==> src/rtl/d16_fetch.sv <==
// d16_fetch: PC owner and instruction fetcher with a 2-entry decode queue; define D16_FETCH_PERF_EN for perf counters
module d16_fetch #(
  parameter logic [15:0] RESET_ADDR = 16'h0000
) (
  input  logic        sys_clk,
  input  logic        sys_rst,
  input  logic        jmp_load,
  input  logic [15:0] jmp_addr,
  output logic        im_req,
  output logic [15:0] im_addr,
  input  logic        im_ack,
  input  logic [15:0] im_dat,
  output logic        ir_valid,
  output logic [15:0] ir,
  output logic [15:0] ir_pc,
  input  logic        ir_ready,
  output logic        ir_flush
`ifdef D16_FETCH_PERF_EN
  ,
  output logic [15:0] perf_fetched,
  output logic [15:0] perf_killed
`endif
);
  typedef enum logic [1:0] {FETCH, FULL, KILL} state_t;
  state_t state_q, state_d;
  logic [15:0] pc_q, pc_d, kaddr_q, kaddr_d;
  logic [1:0] cnt_q, cnt_d, cnt_p;
  logic [31:0] q0_q, q0_d, q1_q, q1_d;
  logic live, ack, pop;
  always_comb begin
    live = state_q != FULL;
    ack = live & im_ack;
    pop = ir_valid & ir_ready;
    cnt_p = cnt_q - {1'b0, pop};
    state_d = state_q;
    pc_d = pc_q;
    kaddr_d = kaddr_q;
    cnt_d = cnt_p;
    q0_d = pop ? q1_q : q0_q;
    q1_d = q1_q;
    if (jmp_load) begin
      // an unacked request must still be completed, so remember its address
      pc_d = jmp_addr;
      cnt_d = 2'd0;
      state_d = (live & !im_ack) ? KILL : FETCH;
      kaddr_d = (state_q == FETCH) ? pc_q : kaddr_q;
    end else if (state_q == KILL) begin
      state_d = im_ack ? FETCH : KILL;
    end else begin
      if (ack) begin
        pc_d = pc_q + 16'd1;
        cnt_d = cnt_p + 2'd1;
        q0_d = (cnt_p == 2'd0) ? {pc_q, im_dat} : q0_d;
        q1_d = (cnt_p == 2'd0) ? q1_q : {pc_q, im_dat};
      end
      state_d = (cnt_d == 2'd2) ? FULL : FETCH;
    end
  end
  always_ff @(posedge sys_clk) begin
    if (sys_rst) begin
      state_q <= FETCH;
      pc_q <= RESET_ADDR;
      kaddr_q <= RESET_ADDR;
      cnt_q <= 2'd0;
      q0_q <= 32'd0;
      q1_q <= 32'd0;
    end else begin
      state_q <= state_d;
      pc_q <= pc_d;
      kaddr_q <= kaddr_d;
      cnt_q <= cnt_d;
      q0_q <= q0_d;
      q1_q <= q1_d;
    end
  end
  assign im_req = !sys_rst & live;
  assign im_addr = sys_rst ? RESET_ADDR : (state_q == KILL) ? kaddr_q : pc_q;
  assign ir_valid = cnt_q != 2'd0;
  assign ir = q0_q[15:0];
  assign ir_pc = q0_q[31:16];
  assign ir_flush = sys_rst | jmp_load;
`ifdef D16_FETCH_PERF_EN
  logic [15:0] fetched_q, fetched_d, killed_q, killed_d;
  always_comb begin
    fetched_d = fetched_q + {15'd0, ack & !jmp_load & (state_q == FETCH)};
    killed_d = killed_q + (jmp_load ? {14'd0, cnt_q} : 16'd0)
             + {15'd0, ack & (jmp_load | (state_q == KILL))};
  end
  always_ff @(posedge sys_clk) begin
    if (sys_rst) begin
      fetched_q <= 16'd0;
      killed_q <= 16'd0;
    end else begin
      fetched_q <= fetched_d;
      killed_q <= killed_d;
    end
  end
  assign perf_fetched = fetched_q;
  assign perf_killed = killed_q;
`endif
endmodule

==> config.mk <==
export PLATFORM = sky130hd
export DESIGN_NAME = d16_fetch
export DESIGN_NICKNAME = d
export VERILOG_FILES = /design/src/rtl/d16_fetch.sv
export SDC_FILE = /design/constraint.sdc
export NUM_CORES = 1
export LEC_CHECK = 0
export ABC_AREA = 1
export CORE_MARGIN = 4
export CORE_UTILIZATION = 25
export CTS_BUF_LIST = sky130_fd_sc_hd__clkbuf_4 sky130_fd_sc_hd__clkbuf_8
export DETAILED_ROUTE_END_ITERATION = 8
export GPL_TIMING_DRIVEN = 0
export PLACE_DENSITY = 0.49
export SYNTH_ARGS = -nofsm -noshare
export SYNTH_HDL_FRONTEND = slang
export SYNTH_SLANG_ARGS = --single-unit
export TNS_END_PERCENT = 10
==> constraint.sdc <==
create_clock -name sys_clk -period 2.45 [get_ports sys_clk]
set_clock_uncertainty 0.1 [all_clocks]
set_input_delay 0.6125 -clock sys_clk [delete_from_list [all_inputs] [get_ports sys_clk]]
set_output_delay 0.6125 -clock sys_clk [all_outputs]
set_load 0.03 [all_outputs]
### Yosys cells after proc, flatten, opt, wreduce, memory -nomap -nowiden

Cells that the tools add are included.

* input port bits: 37
* output and inout port bits: 51
* logic and storage cells: 50
* register bits after elaboration: 100

* bitwise gates (word level): 8
* reduce and logical (&&, ||, !) cells: 10
* add/subtract/negate cells: 3
* multiplexer cells: 19
* eq/ne operators: 4

Operators with widths (count)
* 32-bit two-way mux: 5
* 16-bit two-way mux: 5
* 16-bit by 1-bit adder with 16-bit output, second input constant: 1
* 2-bit two-way mux: 8
* 1-bit bitwise AND: 4
* 2-bit equality test, second input constant: 2
* 2-bit zero test: 2
* 2-bit AND reduction: 2
* 4-bit AND reduction: 1
* 2-bit nonzero test: 2
* 1-bit NOT: 3
* 2-bit by 1-bit adder with 2-bit output, second input constant: 1
* 1-bit zero test: 2
* 2-bit by 1-bit != test with 1-bit output, second input constant: 1
* 2-bit != test, second input constant: 1
* 2-bit OR reduction: 1
* 2-bit by 1-bit subtractor with 2-bit output: 1
* 1-bit two-way mux: 1
* 1-bit OR: 1

### Longest topological paths before layout

* depth after elaboration: 11
* depth in mapped cells: 12
* depth with buffers taken out: 10

### Worst setup path before layout

No wires, ideal clock.

* path type: input to output
* start: in sys_rst
* end: out im_addr[15]
* buffers on the path: 2
* required time: 1.737 ns
* slack: -0.027 ns
* arrival: 1.764 ns
* stages on the path: 5
* cell sequence: inv_1 -> clkbuf_1 -> clkbuf_1 -> o21ai_0 -> a21oi_1

* cells in the longest elaborated chain, start to end: 1

Ends and longest elaborated chain
* start, declared: line 6 `input logic sys_rst,`
* 16-bit two-way mux: line 77 `assign im_addr = sys_rst ? RESET_ADDR : (state_q == KILL) ? kaddr_q : pc_q;`
* end, declared: line 10 `output logic [15:0] im_addr,`

Every way passes these cells.

### Worst setup path in the final report

* start: in jmp_load
* end: out ir_flush

* cells in the longest elaborated chain, start to end: 1

Ends and longest elaborated chain
* start, declared: line 7 `input logic jmp_load,`
* 1-bit OR: line 81 `assign ir_flush = sys_rst | jmp_load;`
* end, declared: line 17 `output logic ir_flush`

Every way passes these cells.

==> report_table.html <==
<table>
<tr><th>Metric</th><th>Value</th></tr>
<tr><th colspan="2">Setup path</th></tr>
<tr><td>Worst Setup Path Type</td><td>primary input to output pin</td></tr>
<tr><td>Slowest stage delay, CP</td><td>0.50 ns</td></tr>
<tr><td>Slowest library cell on the worst path</td><td>sky130_fd_sc_hd__clkdlybuf4s50_1</td></tr>
<tr><td>Worst-path cell chain</td><td>clkdlybuf4s50_1 &gt; nor2_1 &gt; inv_1 &gt; clkdlybuf4s15_2</td></tr>
<tr><td>Launching element type of the critical path</td><td>primary input</td></tr>
<tr><td>Internal reg-to-reg setup slack</td><td>0.16 ns</td></tr>
<tr><td>Number of cells traversed by the worst register-to-register path</td><td>12</td></tr>
<tr><td>Endpoint required time on the critical path</td><td>1.74 ns</td></tr>
<tr><td>Critical path fanouts, max</td><td>5</td></tr>
<tr><td>Signal arrival time at the worst endpoint</td><td>1.71 ns</td></tr>
<tr><td>Critical Path End Type</td><td>output pin</td></tr>
<tr><th colspan="2">Power</th></tr>
<tr><td>Standby leakage power</td><td>2.46 nW</td></tr>
<tr><td>Worst-case vdd ir drop</td><td>343 uV</td></tr>
<tr><td>Pwr/cell area</td><td>649 nW/um2</td></tr>
<tr><th colspan="2">Min path</th></tr>
<tr><td>Cell depth of the worst hold path</td><td>2</td></tr>
<tr><td>Worst hold path type</td><td>primary input to flop</td></tr>
<tr><th colspan="2">Yosys</th></tr>
<tr><td>Largest area contributor in the netlist</td><td>sky130_fd_sc_hd__dfxtp_1</td></tr>
<tr><td>Fraction of registers with async set or reset after synthesis</td><td>0%</td></tr>
<tr><td>Cell count after synthesis</td><td>633</td></tr>
<tr><td>Unique masters post-synth</td><td>31</td></tr>
<tr><td>Top-area cell type share of the netlist area</td><td>44.9%</td></tr>
<tr><td>Count of synthesis-stage warnings from yosys</td><td>0</td></tr>
<tr><td>Part of the Yosys area used for sequential elements</td><td>44.9%</td></tr>
<tr><td>Number of synthesized register bits</td><td>100</td></tr>
<tr><td>Top area cells in the synthesized netlist</td><td>sky130_fd_sc_hd__dfxtp_1 (45%), sky130_fd_sc_hd__nand2_1 (12%), sky130_fd_sc_hd__a21oi_1 (12%), sky130_fd_sc_hd__o21ai_1 (7.1%), sky130_fd_sc_hd__o21ai_0 (5.6%)</td></tr>
<tr><td>Library cell with the highest instance count after synthesis</td><td>sky130_fd_sc_hd__nand2_1</td></tr>
<tr><td>Ys flop type</td><td>sky130_fd_sc_hd__dfxtp_1</td></tr>
<tr><td>Mean area per synthesized cell</td><td>7.05 um2</td></tr>
<tr><td>Post-Syn Nets</td><td>672</td></tr>
<tr><td>Top cells by instance count after synthesis</td><td>sky130_fd_sc_hd__nand2_1 (146), sky130_fd_sc_hd__a21oi_1 (106), sky130_fd_sc_hd__dfxtp_1 (100), sky130_fd_sc_hd__o21ai_1 (63), sky130_fd_sc_hd__o21ai_0 (50)</td></tr>
<tr><td>EDFF count, synth</td><td>0</td></tr>
<tr><td>Cell area after synthesis</td><td>4460 um2</td></tr>
<tr><th colspan="2">Route</th></tr>
<tr><td>DRC marker count from the first detailed-route iteration</td><td>206</td></tr>
<tr><td>Number of vias per cell</td><td>4.60</td></tr>
<tr><td>WL per Instance</td><td>15.2 um</td></tr>
<tr><td>Number of optimization iterations in the first detailed-route pass</td><td>4</td></tr>
<tr><td>Final wirelength</td><td>14700 um</td></tr>
<tr><td>Number of antenna-violating nets in the routed design</td><td>0</td></tr>
<tr><td>Vias post-DR</td><td>4452</td></tr>
<tr><td>Post-route DRC violation count</td><td>0</td></tr>
<tr><th colspan="2">Placed design</th></tr>
<tr><td>Worst setup slack after placement</td><td>-1.46 ns</td></tr>
<tr><td>Final RePlAce weighted congestion</td><td>0.852</td></tr>
<tr><td>Count of placed standard cells including taps</td><td>945</td></tr>
<tr><td>PortBufs</td><td>87</td></tr>
<tr><td>Estimated wirelength of the detail-placed design</td><td>10600 um</td></tr>
<tr><th colspan="2">Finish</th></tr>
<tr><td>Fin cells</td><td>968</td></tr>
<tr><td>Final nets</td><td>777</td></tr>
<tr><td>Number of antenna diodes</td><td>0</td></tr>
<tr><td>Area added between synthesis and finish</td><td>34.7%</td></tr>
<tr><td>Share of final-layout standard cells stronger than drive strength 1</td><td>13.5%</td></tr>
<tr><th colspan="2">Floorplanning</th></tr>
<tr><td>Initial cell density of the core</td><td>25.6%</td></tr>
<tr><td>Core outline area</td><td>17400 um2</td></tr>
<tr><td>Die Y</td><td>142 um</td></tr>
<tr><td>Die width</td><td>142 um</td></tr>
<tr><td>Io pins</td><td>88</td></tr>
<tr><td>Number of core rows</td><td>48</td></tr>
<tr><td>Die footprint</td><td>20000 um2</td></tr>
<tr><th colspan="2">Clocking</th></tr>
<tr><td>H-Tree Depth</td><td>3</td></tr>
<tr><td>Clock transition at path regs</td><td>0.10 ns</td></tr>
<tr><td># clock sinks</td><td>100</td></tr>
<tr><td>CTS buffer count</td><td>9</td></tr>
<tr><td>Clock insertion delay at the later pin of the skew report</td><td>0.38 ns</td></tr>
<tr><td>Number of buffers inserted for hold repair after clock tree synthesis</td><td>0</td></tr>
<tr><td>Max Root-Sink Buffers</td><td>2</td></tr>
<tr><td>TritonCTS clock tree</td><td>done</td></tr>
<tr><td>Root buffer cell</td><td>sky130_fd_sc_hd__clkbuf_8</td></tr>
<tr><th colspan="2">STA</th></tr>
<tr><td>Normalized max-slew margin</td><td>65.2%</td></tr>
<tr><td>Unrepaired setup endpoints after global routing</td><td>yes</td></tr>
<tr><td>Transition time at the pin with the least slew margin</td><td>0.522 ns</td></tr>
<tr><td>Period minus WS final</td><td>2.42 ns</td></tr>
<tr><td>Pins over their slew limit</td><td>0</td></tr>
<tr><td>Count of final hold-check violations</td><td>0</td></tr>
<tr><td>Final setup vio count</td><td>0</td></tr>
<tr><td>Final Worst Setup Slack</td><td>0.0257 ns</td></tr>
<tr><td>Achievable frequency</td><td>412 MHz</td></tr>
<tr><td>Final period utilization</td><td>99.0%</td></tr>
<tr><th colspan="2">GRT</th></tr>
<tr><td>Global-route wire length before repair</td><td>23200 um</td></tr>
<tr><td>Gr ovfl total</td><td>0</td></tr>
<tr><td>Antenna violations before repair</td><td>0</td></tr>
<tr><td>Largest net degree at the start of global routing</td><td>18</td></tr>
<tr><td>Number of global-route vias before repair</td><td>4343</td></tr>
<tr><td>Global router's overall resource usage</td><td>14.6%</td></tr>
<tr><th colspan="2">Run</th></tr>
<tr><td>Number of max-capacitance violations reported</td><td>0</td></tr>
<tr><th colspan="2">Status</th></tr>
<tr><td>Result of the run</td><td>complete, no violations</td></tr>
</table>
## metrics by stage
step	hold WS [ns]	instance area, um2	setup TNS (ns)	power, W	util (%)
CTS	0.374	5930	0	0.00392	34.1
detailed placement	0.394	5620	-73.27	0.00268	32.3
global route	0.392	6010	-0.215	0.00410	34.5
global placement	0.384	5620	-74.03	0.00268	32.3
finish	0.389	6010	0	0.00390	34.5
floorplan	0.363	4470	0	0.00234	-
## area by class of cell
type,instances,area (um2)
flip-flops and latches,100,2010
plain buffers,37,245
clock buffers,9,124
well taps,225,282
fillers,1918,11400
repair buffers,95,887
multi-input cells,446,2180
clock inverters,7,98.8
inverters,49,189
## cells by family (layout without fill, tap and decap cells)
logic type / after synthesis / in the layout / share of synthesized area, %
compound gates: 227 / 227 / 25.9
xor+xnor: 6 / 6 / 1.18
fa+ha+maj: 2 / 2 / 0.561
buf+inv: 87 / 197 / 8.16
flops: 100 / 100 / 44.9
simple gates: 211 / 211 / 19.3
## layer usage
layer	share of wire (%)	vias to the layer above	global-route usage [%]
li1	-	2314	-
met1	48	2041	20.4
met2	46	91	22.4
met3	5.1	6	3.27
met4	1.1	0	4.70
met5	0	-	0
## path summary, 6_finish.rpt
kind                               start  endpoint
worst max-delay path            jmp_load  ir_flush
worst min register to register  pc_q[14]  pc_q[14]
worst min-delay path             sys_rst   pc_q[0]
worst max register to register  cnt_q[1]  q0_q[30]
## layout by cell type (no fill, tap or decap), types with 2 or more instances in the layout
master and instances:
sky130_fd_sc_hd__xor2_1 5, sky130_fd_sc_hd__nand4_1 4, sky130_fd_sc_hd__inv_4 2, sky130_fd_sc_hd__nand2_1 145, sky130_fd_sc_hd__nor3_1 5, sky130_fd_sc_hd__a31oi_1 2
sky130_fd_sc_hd__inv_6 2, sky130_fd_sc_hd__clkdlybuf4s50_1 68, sky130_fd_sc_hd__nor2_1 34, sky130_fd_sc_hd__bufinv_16 2, sky130_fd_sc_hd__a21oi_1 96, sky130_fd_sc_hd__clkbuf_2 2
sky130_fd_sc_hd__dfxtp_1 97, sky130_fd_sc_hd__clkbuf_1 12, sky130_fd_sc_hd__buf_2 14, sky130_fd_sc_hd__buf_6 5, sky130_fd_sc_hd__nor2_4 4, sky130_fd_sc_hd__clkbuf_4 2
sky130_fd_sc_hd__inv_1 41, sky130_fd_sc_hd__o21ai_0 44, sky130_fd_sc_hd__dfxtp_2 3, sky130_fd_sc_hd__buf_4 22, sky130_fd_sc_hd__clkbuf_8 13, sky130_fd_sc_hd__o21ai_1 68
sky130_fd_sc_hd__inv_2 6, sky130_fd_sc_hd__a21oi_2 9, sky130_fd_sc_hd__nand3_1 12
## state kept, by name, summed over array words and instances (netlist names)
signal   flops
pc_q        16
q1_q        32
state_q      2
q0_q        32
cnt_q        2
kaddr_q     16
## repair_timing
action                                 4_1_cts  5_1_grt
resized for setup                          144       25
endpoints found under the hold margin        0        0
gates cloned                                 0        1
setup endpoints to repair                   82       46
pin swaps                                    1        4
setup buffers                                1        6
## worst max-delay path, delay by kind of cell
kind | cells | cell delay, ns
buf+inv | 3 | 0.90
simple gates | 1 | 0.20
## report_power, final
group          internal, W  switching, W
clock             0.000583      0.000627
sequential         0.00175     0.0000732
combinational     0.000341      0.000529
total              0.00267       0.00123
(Power assumes the default switching activity.)
